`src/rtl/vending_machine_change.sv`:
```
// Coin-accepting vending controller: accumulates nickel-unit credit, vends at PRICE_N
// and pays change or refunds one nickel at a time through a valid/ready hopper port.
module vending_machine_change #(
  parameter int PRICE_N  = 3,
  parameter int CREDIT_W = 6
) (
  input  logic                clk,
  input  logic                rst,
  input  logic                nickel,
  input  logic                dime,
  input  logic                quarter,
  input  logic                cancel,
  input  logic                chg_ready,
  output logic                open,
  output logic                chg_valid,
  output logic                coin_reject,
  output logic                busy,
  output logic [CREDIT_W-1:0] credit
);

  localparam int SW = CREDIT_W + 1;
  localparam logic [SW-1:0] PRICE_S = SW'(PRICE_N);

  if (PRICE_N < 1 || PRICE_N > 31) begin : g_bad_price
    $error("PRICE_N must lie in 1..31");
  end
  if (((1 << CREDIT_W) - 1) < (PRICE_N + 4)) begin : g_bad_credit_w
    $error("CREDIT_W too narrow to hold PRICE_N+4");
  end

  typedef enum logic [1:0] {
    IDLE   = 2'd0,
    ACCUM  = 2'd1,
    VEND   = 2'd2,
    CHANGE = 2'd3
  } state_t;

  state_t              state, state_nxt;
  logic [CREDIT_W-1:0] credit_nxt;
  logic                open_nxt, reject_nxt;
  logic                any_coin, multi_coin;
  logic [SW-1:0]       sum;

  // Value of a single presented coin; zero unless exactly one coin is high.
  function automatic logic [2:0] coin_units(input logic n, input logic d, input logic q);
    logic [2:0] u;
    u = 3'd0;
    if (n && !d && !q) u = 3'd1;
    if (d && !n && !q) u = 3'd2;
    if (q && !n && !d) u = 3'd5;
    return u;
  endfunction

  assign any_coin   = nickel | dime | quarter;
  assign multi_coin = (nickel & dime) | (nickel & quarter) | (dime & quarter);
  assign sum        = {1'b0, credit} + SW'(coin_units(nickel, dime, quarter));

  always_comb begin
    state_nxt  = state;
    credit_nxt = credit;
    open_nxt   = 1'b0;
    reject_nxt = 1'b0;
    case (state)
      IDLE, ACCUM: begin
        // Cancel only matters with credit on hand; it then beats any coin.
        if (state == ACCUM && cancel) begin
          state_nxt  = CHANGE;
          reject_nxt = any_coin;
        end else if (multi_coin) begin
          reject_nxt = 1'b1;
        end else if (any_coin) begin
          if (sum >= PRICE_S) begin
            credit_nxt = CREDIT_W'(sum - PRICE_S);
            state_nxt  = VEND;
            open_nxt   = 1'b1;
          end else begin
            credit_nxt = sum[CREDIT_W-1:0];
            state_nxt  = ACCUM;
          end
        end
      end
      VEND: begin
        reject_nxt = any_coin;
        state_nxt  = (credit != '0) ? CHANGE : IDLE;
      end
      CHANGE: begin
        reject_nxt = any_coin;
        if (credit == '0) begin
          state_nxt = IDLE;
        end else if (chg_ready) begin
          credit_nxt = credit - CREDIT_W'(1);
          if (credit == CREDIT_W'(1)) state_nxt = IDLE;
        end
      end
      default: begin
        state_nxt  = IDLE;
        credit_nxt = '0;
      end
    endcase
  end

  always_ff @(posedge clk) begin
    if (rst) begin
      state       <= IDLE;
      credit      <= '0;
      open        <= 1'b0;
      coin_reject <= 1'b0;
    end else begin
      state       <= state_nxt;
      credit      <= credit_nxt;
      open        <= open_nxt;
      coin_reject <= reject_nxt;
    end
  end

  assign chg_valid = (state == CHANGE) && (credit != '0);
  assign busy      = (state == VEND) || (state == CHANGE);

endmodule
```
`config.mk`:
```
export PLATFORM = sky130hd
export DESIGN_NAME = vending_machine_change
export DESIGN_NICKNAME = d
export VERILOG_FILES = /design/src/rtl/vending_machine_change.sv
export SDC_FILE = /design/constraint.sdc
export NUM_CORES = 1
export LEC_CHECK = 0
export CORE_MARGIN = 10
export CORE_UTILIZATION = 40
export DETAILED_ROUTE_END_ITERATION = 8
export HOLD_SLACK_MARGIN = 0.1
export PLACE_DENSITY = 0.62
export REMOVE_ABC_BUFFERS = 1
export SYNTH_ARGS = -nofsm -noshare
export SYNTH_HDL_FRONTEND = slang
export SYNTH_SLANG_ARGS = --single-unit
```
`constraint.sdc`:
```
create_clock -name clk -period 3.6 [get_ports clk]
set_clock_uncertainty 0.1 [all_clocks]
set_input_delay 0.54 -clock clk [delete_from_list [all_inputs] [get_ports clk]]
set_output_delay 0.54 -clock clk [all_outputs]
set_load 0.01 [all_outputs]
```
[Word level (Yosys, flattened, before mapping)]
Cells that the tools add are included.
Widths: inputs -> output; s select.
Word-level totals
  register bits after elaboration: 10
  bits of input ports: 7
  output and inout port bits: 10
  word-level logic and storage cells: 74
Cells by class
  add/sub/neg operators: 3
  $lt $le $gt $ge: 1
  equal/unequal tests: 13
  muxes and demuxes: 23
  bitwise logic cells: 9
  reductions and logical operators: 21
Operator list (number)
  $mux 6: 6
  $mux 2: 8
  $ne 3x3->1 const B: 4
  $pmux 6 s2: 1
  $ne 2x2->1 const B: 5
  $logic_and 1x1->1: 8
  $add 6x3->7: 1
  $ge 7x2->1 const B: 1
  $eq 6x1->1 const B: 1
  $logic_not 6->1: 1
  $mux 3: 2
  $pmux 2 s3: 1
  $reduce_and 6->1: 1
  $reduce_bool 6->1: 1
  $sub 6x1->6 const B: 1
  $sub 6x2->6 const B: 1
  $reduce_or 5->1: 1
  $eq 2x2->1 const B: 2
  $mux 1: 4
  $or 1x1->1: 4
  $reduce_and 4->1: 1
  $reduce_or 2->1: 2
  $and 1x1->1: 3
  $logic_not 1->1: 3
  6 further kinds: 7

[Depth between registers and ports, before layout]
  depth after elaboration: 13
  gate-level depth with buffers: 12
  mapped depth without buffers: 11

[Worst setup path before layout]
Ideal clock, no wire load.
  kind: input to register
  from: input port dime
  to: register credit[0]
  setup time: 0.127 ns
  data arrival time: 3.060 ns
  data required time: 3.373 ns
  slack: 0.313 ns
  stages on the path: 10
  buffers on the path: 1
  cell sequence: clkbuf_1 > nor3b_1 > fa_1 > ha_1 > inv_1 > nor2_2 > o41a_1 > a21oi_4 > nor4_2 > or3_1
Between the ends
  longest elaborated chain between the ends: 13
  elaborated cells between the ends (all ways): 26
  classes of those cells: add/sub: 2; order compare: 1; eq/ne: 2; mux: 8; bitwise: 6; reduce/logical: 7
RTL lines
  start, declared: line 10  | input logic dime,
  $logic_not 1->1: line 48, 50
  $logic_and 1x1->1 (2 in series): line 48  | if (n && !d && !q) u = 3'd1;
  $mux 1: line 48
  $mux 3: line 49  | if (d && !n && !q) u = 3'd2;
  $mux 3: line 50  | if (q && !n && !d) u = 3'd5;
  $add 6x3->7: line 56  | assign sum = {1'b0, credit} + SW'(coin_units(nickel, dime, quarter));
  $sub 6x2->6 or $ge 7x2->1 (tied branches): line 73, 72
  $mux 6: line 72  | if (sum >= PRICE_S) begin
  $mux 6: line 71  | end else if (any_coin) begin
  $mux 6: line 69  | end else if (multi_coin) begin
  $mux 6: line 66  | if (state == ACCUM && cancel) begin
  $pmux 6 s2: line 63  | case (state)
  end signal, assigned: line 110  | credit <= credit_nxt;
  end, declared: line 18  | output logic [CREDIT_W-1:0] credit
Several ways; a longest one is shown, not always the timed one. The select of a mux whose other input is x is not followed.
A chain may end at the register's enable or synchronous reset.

[Worst setup path in the final report]
  from: input port quarter
  to: register credit[0]
Between the ends
  longest elaborated chain between the ends: 12
  elaborated cells between the ends (all ways): 24
  classes of those cells: add/sub: 2; order compare: 1; eq/ne: 2; mux: 8; bitwise: 5; reduce/logical: 6
RTL lines
  start, declared: line 11  | input logic quarter,
  $logic_not 1->1: line 48, 49
  $logic_and 1x1->1: line 48
  $mux 1: line 48
  $mux 3: line 49
  $mux 3: line 50
  $add 6x3->7: line 56
  $sub 6x2->6 or $ge 7x2->1 (tied branches): line 73, 72
  $mux 6: line 72
  $mux 6: line 71
  $mux 6: line 69
  $mux 6: line 66
  $pmux 6 s2: line 63
Several ways; a longest one is shown, not always the timed one. The select of a mux whose other input is x is not followed.

==> impl_metrics.csv <==
group,metric,value,unit
detailed_routing,dr.first_iter.drc_count,60,
worst_setup_path,arrival,3460,ps
global_routing,grt.total_usage,11.1,%
yosys,yosysTopAreaCellShare,18.5,%
power,peakVddDrop,444,uV
global_routing,antenna_found_initial,0,
cts,cts_max_level,1,
yosys,syn_inst,137,
worst_setup_path,r2r-end,"credit[0]",
cts,cts_resized,0,
cts,cts_tree,"yes",
layout,diodes,0,
worst_setup_path,crit_fanout,8,
layout,layout-drive-gt1-share,20.3,%
yosys,ys_seq_area_share,18.5,%
placement,hpwl,2210,um
global_routing,grt_max_degree,13,
cts,clockBufferDepth,2,
timing,fmax,294,MHz
cts,clk_latency,270,ps
yosys,synth.top_cells.by_area,"dfxtp_1 18%, ha_1 8.1%, a21oi_1 5.1%",
timing,holdWs,465,ps
die,die_x,72.0,um
die,die_y,72.0,um
yosys,yosysMostFrequentCell,"nor2_1",
global_routing,grt_overflow,0,
worst_setup_path,worstPathRequired,3650,ps
timing,min_period,3410,ps
worst_setup_path,reg2reg_from,"credit[0]",
timing,hold_viol,0,
global_routing,grt_pass1_vias,1090,
placement,gp_congestion,0.871,
timing,timing.final.crit_share,94.6,%
timing,tightest_slew,481,ps
cts,cts_buffers,3,
global_routing,grt_pass1_wl,4910,um
detailed_routing,wl_per_cell,14.9,um
placement,port_buffers,16,
die,ios,17,
die,initial_core_util,43.0,%
power,p_total,0.00112,W
cts,cts_setup_buffers,0,
yosys,synthArstFlopShare,0,%
cts,cts-root-buf,"clkbuf_4",
layout,nets,175,
yosys,synth_top_area_cell,"dfxtp_1",
timing,slew_headroom,67.6,%
worst_setup_path,end_kind,"flip-flop",
placement,dpl.cell_count,185,
worst_setup_path,crit_type,"input port to flip-flop",
power,p_leak,0.542,nW
die,die_area,5190,um2
worst_setup_path,reg2reg_depth,9,
yosys,synth-seq-cells,10,
detailed_routing,ant_nets,0,
detailed_routing,drc,0,
layout,areaGrowthSynthToFinish,22.6,%
detailed_routing,vias_per_cell,5.88,
yosys,syn_area,1080,um2
die,design.core.area,2520,um2
yosys,synth_cell_types,52,
run_status,status,"finished clean",
timing,rsz0062_at_grt,"false",
hold_path,min_path_type,"flip-flop to flip-flop",
cts,cts-hold-fix-buffers,0,
detailed_routing,dr.pass1.iters,4,
cts,clock-sinks,10,
yosys,yosys_warnings,0,
cts,path_clk_slew,60,ps
yosys,synth_edf_count,0,
timing,drv_slew,0,
hold_path,min_from,"state[0]",
timing,setup_violations,0,
power,p_per_area,840,nW/um2
yosys,synthFlopType,"dfxtp_1",
job,maxCapViolations,0,
layout,fill_cells,273,
detailed_routing,vias,1106,
layout,fin_cells,188,
detailed_routing,wirelength,2790,um
hold_path,hold_end,"state[1]",
die,num_rows,18,
yosys,avgSynthCellArea,7.91,um2
worst_setup_path,r2r_setup_slack,740,ps
worst_setup_path,critPathLaunchType,"input port",
hold_path,hold_path_depth,2,
yosys,synth.top_cells.by_count,"12 x nor2_1, 11 x a21oi_1, 10 x dfxtp_1, 10 x o21ai_0, 8 x nand2_1",
## report_power, final
group,switching [W],internal [W]
Combinational,0.000405,0.000384
Clock,0.0000389,0.0000387
Sequential,0.0000935,0.000155
## area by class of cell
class	count	area (um2)	area share, %
clock buffers	3	22.5	1.69
inverters	7	26.3	1.98
multi-input cells	110	790	59.4
flip-flops and latches	10	200	15.1
well taps	30	37.5	2.82
repair buffers	28	253	19.0
## layout by cell type, fill, tap and decap left out, types with 2 or more instances in the layout
| cell | count |
|---|---|
| clkdlybuf4s50_1 | 15 |
| nor2_1 | 12 |
| buf_4 | 12 |
| a21oi_1 | 11 |
| o21ai_0 | 10 |
| dfxtp_1 | 10 |
| nand2_1 | 8 |
| inv_1 | 7 |
| ha_1 | 7 |
| nand3_1 | 6 |
| xnor2_1 | 3 |
| nor4_1 | 3 |
| a31oi_1 | 3 |
| clkbuf_4 | 3 |
| nor3b_1 | 2 |
| xor2_1 | 2 |
| o211ai_2 | 2 |
| a32oi_1 | 2 |
| and2_1 | 2 |
| and3_1 | 2 |
| or3_2 | 2 |
| o31ai_1 | 2 |
| nor3_1 | 2 |
## sequential cells by signal, summed over array words and instances (netlist names)
register and cells:
credit 6, state 2, coin_reject 1, open 1
## worst max-delay path: stages
cell,delay [ps]
clkdlybuf4s50_1,460
xnor2_1,150
nor2_1,160
ha_1,220
fa_1,450
ha_1,230
inv_1,80
nor2_2,40
o41a_1,420
a21oi_4,270
nor4_2,60
or3_1,380
## through the flow
step / instance area, um2 / setup WS [ps] / util, % / TNS [ps]
5_1_grt: 1330 / 11.9 / 52.7 / 0
4_1_cts: 1320 / 150 / 52.3 / 0
3_5_place_dp: 1300 / -115 / 51.4 / -279
6_report: 1330 / 195 / 52.7 / 0
2_1_floorplan: 1010 / 564 / - / 0
3_3_place_gp: 1300 / -3.15 / 51.4 / -3.15
## routing by layer
layer	share of wire [%]	track usage, %
met1	44	13.0
met2	46	18.2
met3	7.7	3.81
met4	2.0	4.30
met5	0	0
## logic make-up after synthesis
family	synth area share, %
adder cells (fa/ha/maj)	9.93
flip-flops	18.5
buffers and inverters	9.24
AND/OR/NAND/NOR	26.3
AO/OA/AOI/OAI	28.4
multiplexers	2.08
XOR/XNOR	5.54
## how the worst max path moves through the flow
| stage | slack [ps] | endpoint | depth (start not counted) | start |
|---|---|---|---|---|
| after floorplan | 560 | credit[0] | 9 | nickel |
| after global placement | -3 | credit[0] | 12 | nickel |
| after detailed placement | -110 | credit[0] | 12 | nickel |
| after CTS | 150 | credit[0] | 12 | nickel |
| after global routing | 10 | credit[2] | 12 | quarter |
| final | 190 | credit[0] | 12 | quarter |
(Power assumes the default switching activity.)
